[config.mk]
export PLATFORM = sky130hd
export DESIGN_NAME = fetch_pc_unit
export DESIGN_NICKNAME = d
export VERILOG_FILES = /design/src/rtl/fetch_pc_unit.sv
export SDC_FILE = /design/constraint.sdc
export NUM_CORES = 1
export LEC_CHECK = 0
export ABC_AREA = 1
export CAP_MARGIN = 20
export CORE_MARGIN = 3
export CORE_UTILIZATION = 45
export DETAILED_ROUTE_END_ITERATION = 8
export GPL_TIMING_DRIVEN = 0
export PLACE_DENSITY_LB_ADDON = 0.25
export SLEW_MARGIN = 30
export SYNTH_ARGS = -nofsm -noshare
export SYNTH_HDL_FRONTEND = slang
export SYNTH_SLANG_ARGS = --single-unit
[constraint.sdc]
create_clock -name clk -period 1.82 [get_ports clk]
set_input_delay 0.364 -clock clk [delete_from_list [all_inputs] [get_ports clk]]
set_output_delay 0.364 -clock clk [all_outputs]
set_load 0.005 [all_outputs]
[src/rtl/fetch_pc_unit.sv]
// rtl/fetch_pc_unit.sv - fetch PC register, one-outstanding imem requests, IF/ID register with skid buffer
// Optional FETCH_ALIGN_CHECK_EN: word-aligns redirect targets and pulses misalign_o on unaligned ones.
module fetch_pc_unit #(
    parameter int              PC_W     = 9,
    parameter logic [PC_W-1:0] RESET_PC = '0
) (
    input  logic            clk,
    input  logic            rst_n,
    input  logic            stall_i,
    input  logic            redirect_i,
    input  logic [31:0]     redirect_pc_i,
    output logic            imem_req_o,
    output logic [PC_W-1:0] imem_addr_o,
    input  logic            imem_gnt_i,
    input  logic            imem_rvalid_i,
    input  logic [31:0]     imem_rdata_i,
    output logic            if_valid_o,
    output logic [PC_W-1:0] if_pc_o,
    output logic [31:0]     if_instr_o
`ifdef FETCH_ALIGN_CHECK_EN
    ,
    output logic            misalign_o
`endif
);

    localparam logic [2:0]      ST_RST  = 3'd0;
    localparam logic [2:0]      ST_REQ  = 3'd1;
    localparam logic [2:0]      ST_WAIT = 3'd2;
    localparam logic [2:0]      ST_HOLD = 3'd3;
    localparam logic [2:0]      ST_KILL = 3'd4;
    localparam logic [31:0]     NOP     = 32'h0000_0013;
    localparam logic [PC_W-1:0] PC_STEP = PC_W'(4);

    logic [2:0]      state_q, state_d;
    logic [PC_W-1:0] pc_q, pc_d;
    logic [PC_W-1:0] req_pc_q, req_pc_d;
    logic            if_valid_q, if_valid_d;
    logic [PC_W-1:0] if_pc_q, if_pc_d;
    logic [31:0]     if_instr_q, if_instr_d;
    logic            skid_valid_q, skid_valid_d;
    logic [PC_W-1:0] skid_pc_q, skid_pc_d;
    logic [31:0]     skid_instr_q, skid_instr_d;
    logic [PC_W-1:0] redirect_tgt;
    logic            unused_redirect_hi;

    assign unused_redirect_hi = ^redirect_pc_i[31:PC_W];

`ifdef FETCH_ALIGN_CHECK_EN
    logic misalign_q, misalign_d;

    assign redirect_tgt = {redirect_pc_i[PC_W-1:2], 2'b00};
    assign misalign_d   = redirect_i && (redirect_pc_i[1:0] != 2'b00);
    assign misalign_o   = misalign_q;

    always_ff @(posedge clk or negedge rst_n) begin
        if (!rst_n) begin
            misalign_q <= 1'b0;
        end else begin
            misalign_q <= misalign_d;
        end
    end
`else
    assign redirect_tgt = redirect_pc_i[PC_W-1:0];
`endif

    always_comb begin
        state_d      = state_q;
        pc_d         = pc_q;
        req_pc_d     = req_pc_q;
        if_valid_d   = if_valid_q;
        if_pc_d      = if_pc_q;
        if_instr_d   = if_instr_q;
        skid_valid_d = skid_valid_q;
        skid_pc_d    = skid_pc_q;
        skid_instr_d = skid_instr_q;

        // Decode consumed the held instruction; a new one may overwrite this below.
        if (!stall_i) begin
            if_valid_d = 1'b0;
        end

        case (state_q)
            ST_RST: state_d = ST_REQ;
            ST_REQ: begin
                if (imem_gnt_i) begin
                    pc_d     = pc_q + PC_STEP;
                    req_pc_d = pc_q;
                    state_d  = ST_WAIT;
                end
            end
            ST_WAIT: begin
                if (imem_rvalid_i) begin
                    if (!if_valid_q || !stall_i) begin
                        if_valid_d = 1'b1;
                        if_pc_d    = req_pc_q;
                        if_instr_d = imem_rdata_i;
                        state_d    = ST_REQ;
                    end else begin
                        skid_valid_d = 1'b1;
                        skid_pc_d    = req_pc_q;
                        skid_instr_d = imem_rdata_i;
                        state_d      = ST_HOLD;
                    end
                end
            end
            ST_HOLD: begin
                if (!stall_i) begin
                    if_valid_d   = 1'b1;
                    if_pc_d      = skid_pc_q;
                    if_instr_d   = skid_instr_q;
                    skid_valid_d = 1'b0;
                    state_d      = ST_REQ;
                end
            end
            ST_KILL: begin
                if (imem_rvalid_i) begin
                    state_d = ST_REQ;
                end
            end
            default: state_d = ST_REQ;
        endcase

        // A granted-but-unanswered request must drain in KILL so only one is ever outstanding.
        if (redirect_i) begin
            pc_d         = redirect_tgt;
            if_valid_d   = 1'b0;
            skid_valid_d = 1'b0;
            if ((((state_q == ST_WAIT) || (state_q == ST_KILL)) && !imem_rvalid_i) ||
                ((state_q == ST_REQ) && imem_gnt_i)) begin
                state_d = ST_KILL;
            end else begin
                state_d = ST_REQ;
            end
        end
    end

    always_ff @(posedge clk or negedge rst_n) begin
        if (!rst_n) begin
            state_q      <= ST_RST;
            pc_q         <= RESET_PC;
            req_pc_q     <= '0;
            if_valid_q   <= 1'b0;
            if_pc_q      <= '0;
            if_instr_q   <= NOP;
            skid_valid_q <= 1'b0;
            skid_pc_q    <= '0;
            skid_instr_q <= NOP;
        end else begin
            state_q      <= state_d;
            pc_q         <= pc_d;
            req_pc_q     <= req_pc_d;
            if_valid_q   <= if_valid_d;
            if_pc_q      <= if_pc_d;
            if_instr_q   <= if_instr_d;
            skid_valid_q <= skid_valid_d;
            skid_pc_q    <= skid_pc_d;
            skid_instr_q <= skid_instr_d;
        end
    end

    assign imem_req_o  = (state_q == ST_REQ);
    assign imem_addr_o = pc_q;
    assign if_valid_o  = if_valid_q;
    assign if_pc_o     = if_pc_q;
    assign if_instr_o  = if_instr_q;

endmodule
==> run_results.csv <==
group,metric,value,unit
global_route,grt_pass1_vias,4051,
critical_path,critical_path.max_fanout,2,
place,dp_cells,816,
timing,fmax,567.0,MHz
global_route,antenna_found_initial,0,
critical_path,cp_num_buf_inv,1,
die,die_y,108.5,microns
layout,fin_cells,835,
job,drv_cap,0,
clocking,clkTransAtPathRegs,0.10,ns
pwr,p_leak,3.122,nW
die,die_width,108.5,microns
drt,vias,4120,
drt,firstDrtPassIters,4,
min_path,min-delay-path-class,"flip-flop to flip-flop",
pwr,pwr_density_cell,1460,nW/um^2
drt,first_iter_violations,188,
critical_path,required,1.46,ns
clocking,cts_tree,"done",
synth,syn_inst,585,
synth,syn-num-nets,656,
place,dp_hpwl,8032,microns
layout,nets,768,
synth,yosysWarnings,0,
global_route,grt_max_degree,58,
clocking,htreeDepth,3,
die,rows,36,
clocking,root_buffer,"clkbuf_8",
timing,tightest_slew,0.4781,ns
global_route,grt_overflow,0,
synth,synth.cell_area,4727,sq um
clocking,cts_made_buffers,9,
layout,fin_area,6153,sq um
synth,synth-seq-area-share,55.21,%
timing,setup_tns,0,ns
timing,relSlewSlack,68.13,%
drt,drc,0,
critical_path,crit_family,"flip-flops",
timing,finalMaxSlewViolations,0,
timing,min_period,1.764,ns
place,dpl-instance-area,5893,sq um
layout,drive_gt1_share,9.117,%
timing,hold_viol_final,0,
pwr,totalPowerFinal,8.981,mW
synth,ys_ff_latch,104,
die,ios,122,
global_route,grt_pass1_wl,18780,microns
critical_path,cp-start-kind,"flip-flop",
drt,vias_per_cell,4.934,
layout,final_core_util,61.54,%
die,core-area,10000,sq um
clocking,clock_latency,0.36,ns
place,globalplace.congestion,0.8534,
timing,min_period_over_period,96.91,%
layout,fillers,900,
synth,avgSynthCellArea,8.080,sq um
synth,synthDistinctLibCells,24,
timing,fin_skew,0.01283,ns
place,pre_cts_slack,-0.2966,ns
timing,setup_slack,0.05618,ns
layout,antenna_cells,0,
drt,ant_nets,0,
clocking,clockBufferDepth,2,
critical_path,cp-end-kind,"primary output",
critical_path,cpPeakStageDelay,0.55,ns
die,dieArea,11770,sq um
global_route,grt_usage,20.16,%
place,io_buffers,97,
critical_path,cp.arrival,1.40,ns
die,initial_utilization,47.27,%
timing,setup_viol,0,
pwr,peakVddDrop,565.9,uV
layout,area_growth,30.17,%
timing,whs,0.4776,ns
drt,routed_wl,11120,microns
critical_path,crit_chain,"clkdlybuf4s50_1",
status,outcome,"complete, no violations",
drt,wl_per_cell,13.31,microns
critical_path,critPathKind,"flip-flop to primary output",
critical_path,worst_path_max_delay_cell,"dfstp_2",
clocking,cts_num_sinks,104,
timing,rsz0062_at_grt,"false",
[where the power goes]
part / switching [mW] / total [mW] / internal (mW)
Sequential: 0.486 / 3.62 / 3.14
Combinational: 1.98 / 3.79 / 1.81
Clock: 0.760 / 1.57 / 0.811
Total: 3.22 / 8.98 / 5.76
[cells in the final DEF, fill, tap and decap left out, types with 9 or more instances in the layout]
| cell | instances |
|---|---|
| a21oi_1 | 39 |
| buf_2 | 15 |
| clkbuf_1 | 9 |
| clkbuf_8 | 10 |
| clkdlybuf4s50_1 | 95 |
| dfrtp_1 | 96 |
| inv_1 | 53 |
| nand2_1 | 181 |
| nand3_1 | 59 |
| nor2_1 | 44 |
| o21ai_0 | 38 |
| o21ai_1 | 15 |
[repair_timing]
item | 4_1_cts | 5_1_grt
setup buffers | 0 | 2
resized for setup | 3 | 11
setup endpoints to repair | 1 | 51
endpoints found under the hold margin | 43 | 0
hold buffers | 1 | 0
[final timing paths]
kind	slack, ns	end	from	cells after the start
hold / removal	0.48	if_instr_o[1]$_DFFE_PN1P_	if_instr_o[1]$_DFFE_PN1P_	2
setup / recovery	0.06	if_instr_o[0]	if_instr_o[0]$_DFFE_PN1P_	1
setup reg to reg	0.20	if_instr_o[9]$_DFFE_PN0P_	state_q[1]$_DFFE_PN0P_	8
max in group asynchronous	0.65	skid_instr_q[4]$_DFFE_PN1P_	rst_n	3
min in group asynchronous	0.50	if_instr_o[25]$_DFFE_PN0P_	rst_n	2
hold reg to reg	0.48	if_instr_o[1]$_DFFE_PN1P_	if_instr_o[1]$_DFFE_PN1P_	2
[synthesized netlist by cell type (all sizes together)]
cell type	n	area share [%]
xor2	3	0.56
nor3	1	0.21
buf	19	2.3
nand2	183	15
dfstp	6	3.3
a21oi	39	4.1
ha	1	0.26
dfrtp	98	52
a211oi	1	0.16
nand4	2	0.26
inv	55	4.4
o21ai	54	5.8
nand3	60	6.5
nor2	50	4.6
clkbuf	13	1.0
[sequential cells by signal (all words and copies together) (netlist names)]
signal / flops
skid_instr_q: 32
req_pc_q: 9
if_valid_o: 1
state_q: 3
skid_pc_q: 9
if_instr_o: 32
if_pc_o: 9
imem_addr_o: 9
[logic make-up (layout without fill, tap and decap cells)]
family          Yosys count  in the layout  synth area share [%]
simple gates            296            296                 26.18
xor+xnor                  3              3                0.5560
compound gates           94             94                 10.08
fa+ha+maj                 1              1                0.2646
buf+inv                  87            204                 7.703
flops                   104            104                 55.21
[layer usage]
layer | track usage, % | routed length, microns | vias to the layer above
met3 | 3.104 | 528 | 17
met1 | 27.33 | 5166 | 1924
met5 | 0 | 0 | -
met4 | 7.845 | 201 | 0
met2 | 32.66 | 5221 | 98
li1 | - | - | 2081
[area by class of cell]
cell class                      instances  area [sq um]  area share, %
Multi-Input combinational cell        394          1759          28.59
Timing Repair Buffer                  101          1023          16.63
Clock buffer                           11         141.4          2.298
Sequential cell                       104          2613          42.46
Tap cell                              133         166.4          2.704
Clock inverter                          5         80.08          1.301
Inverter                               55         206.4          3.355
Buffer                                 32         163.9          2.664
Note: power is estimated with default switching activity, not from simulation.
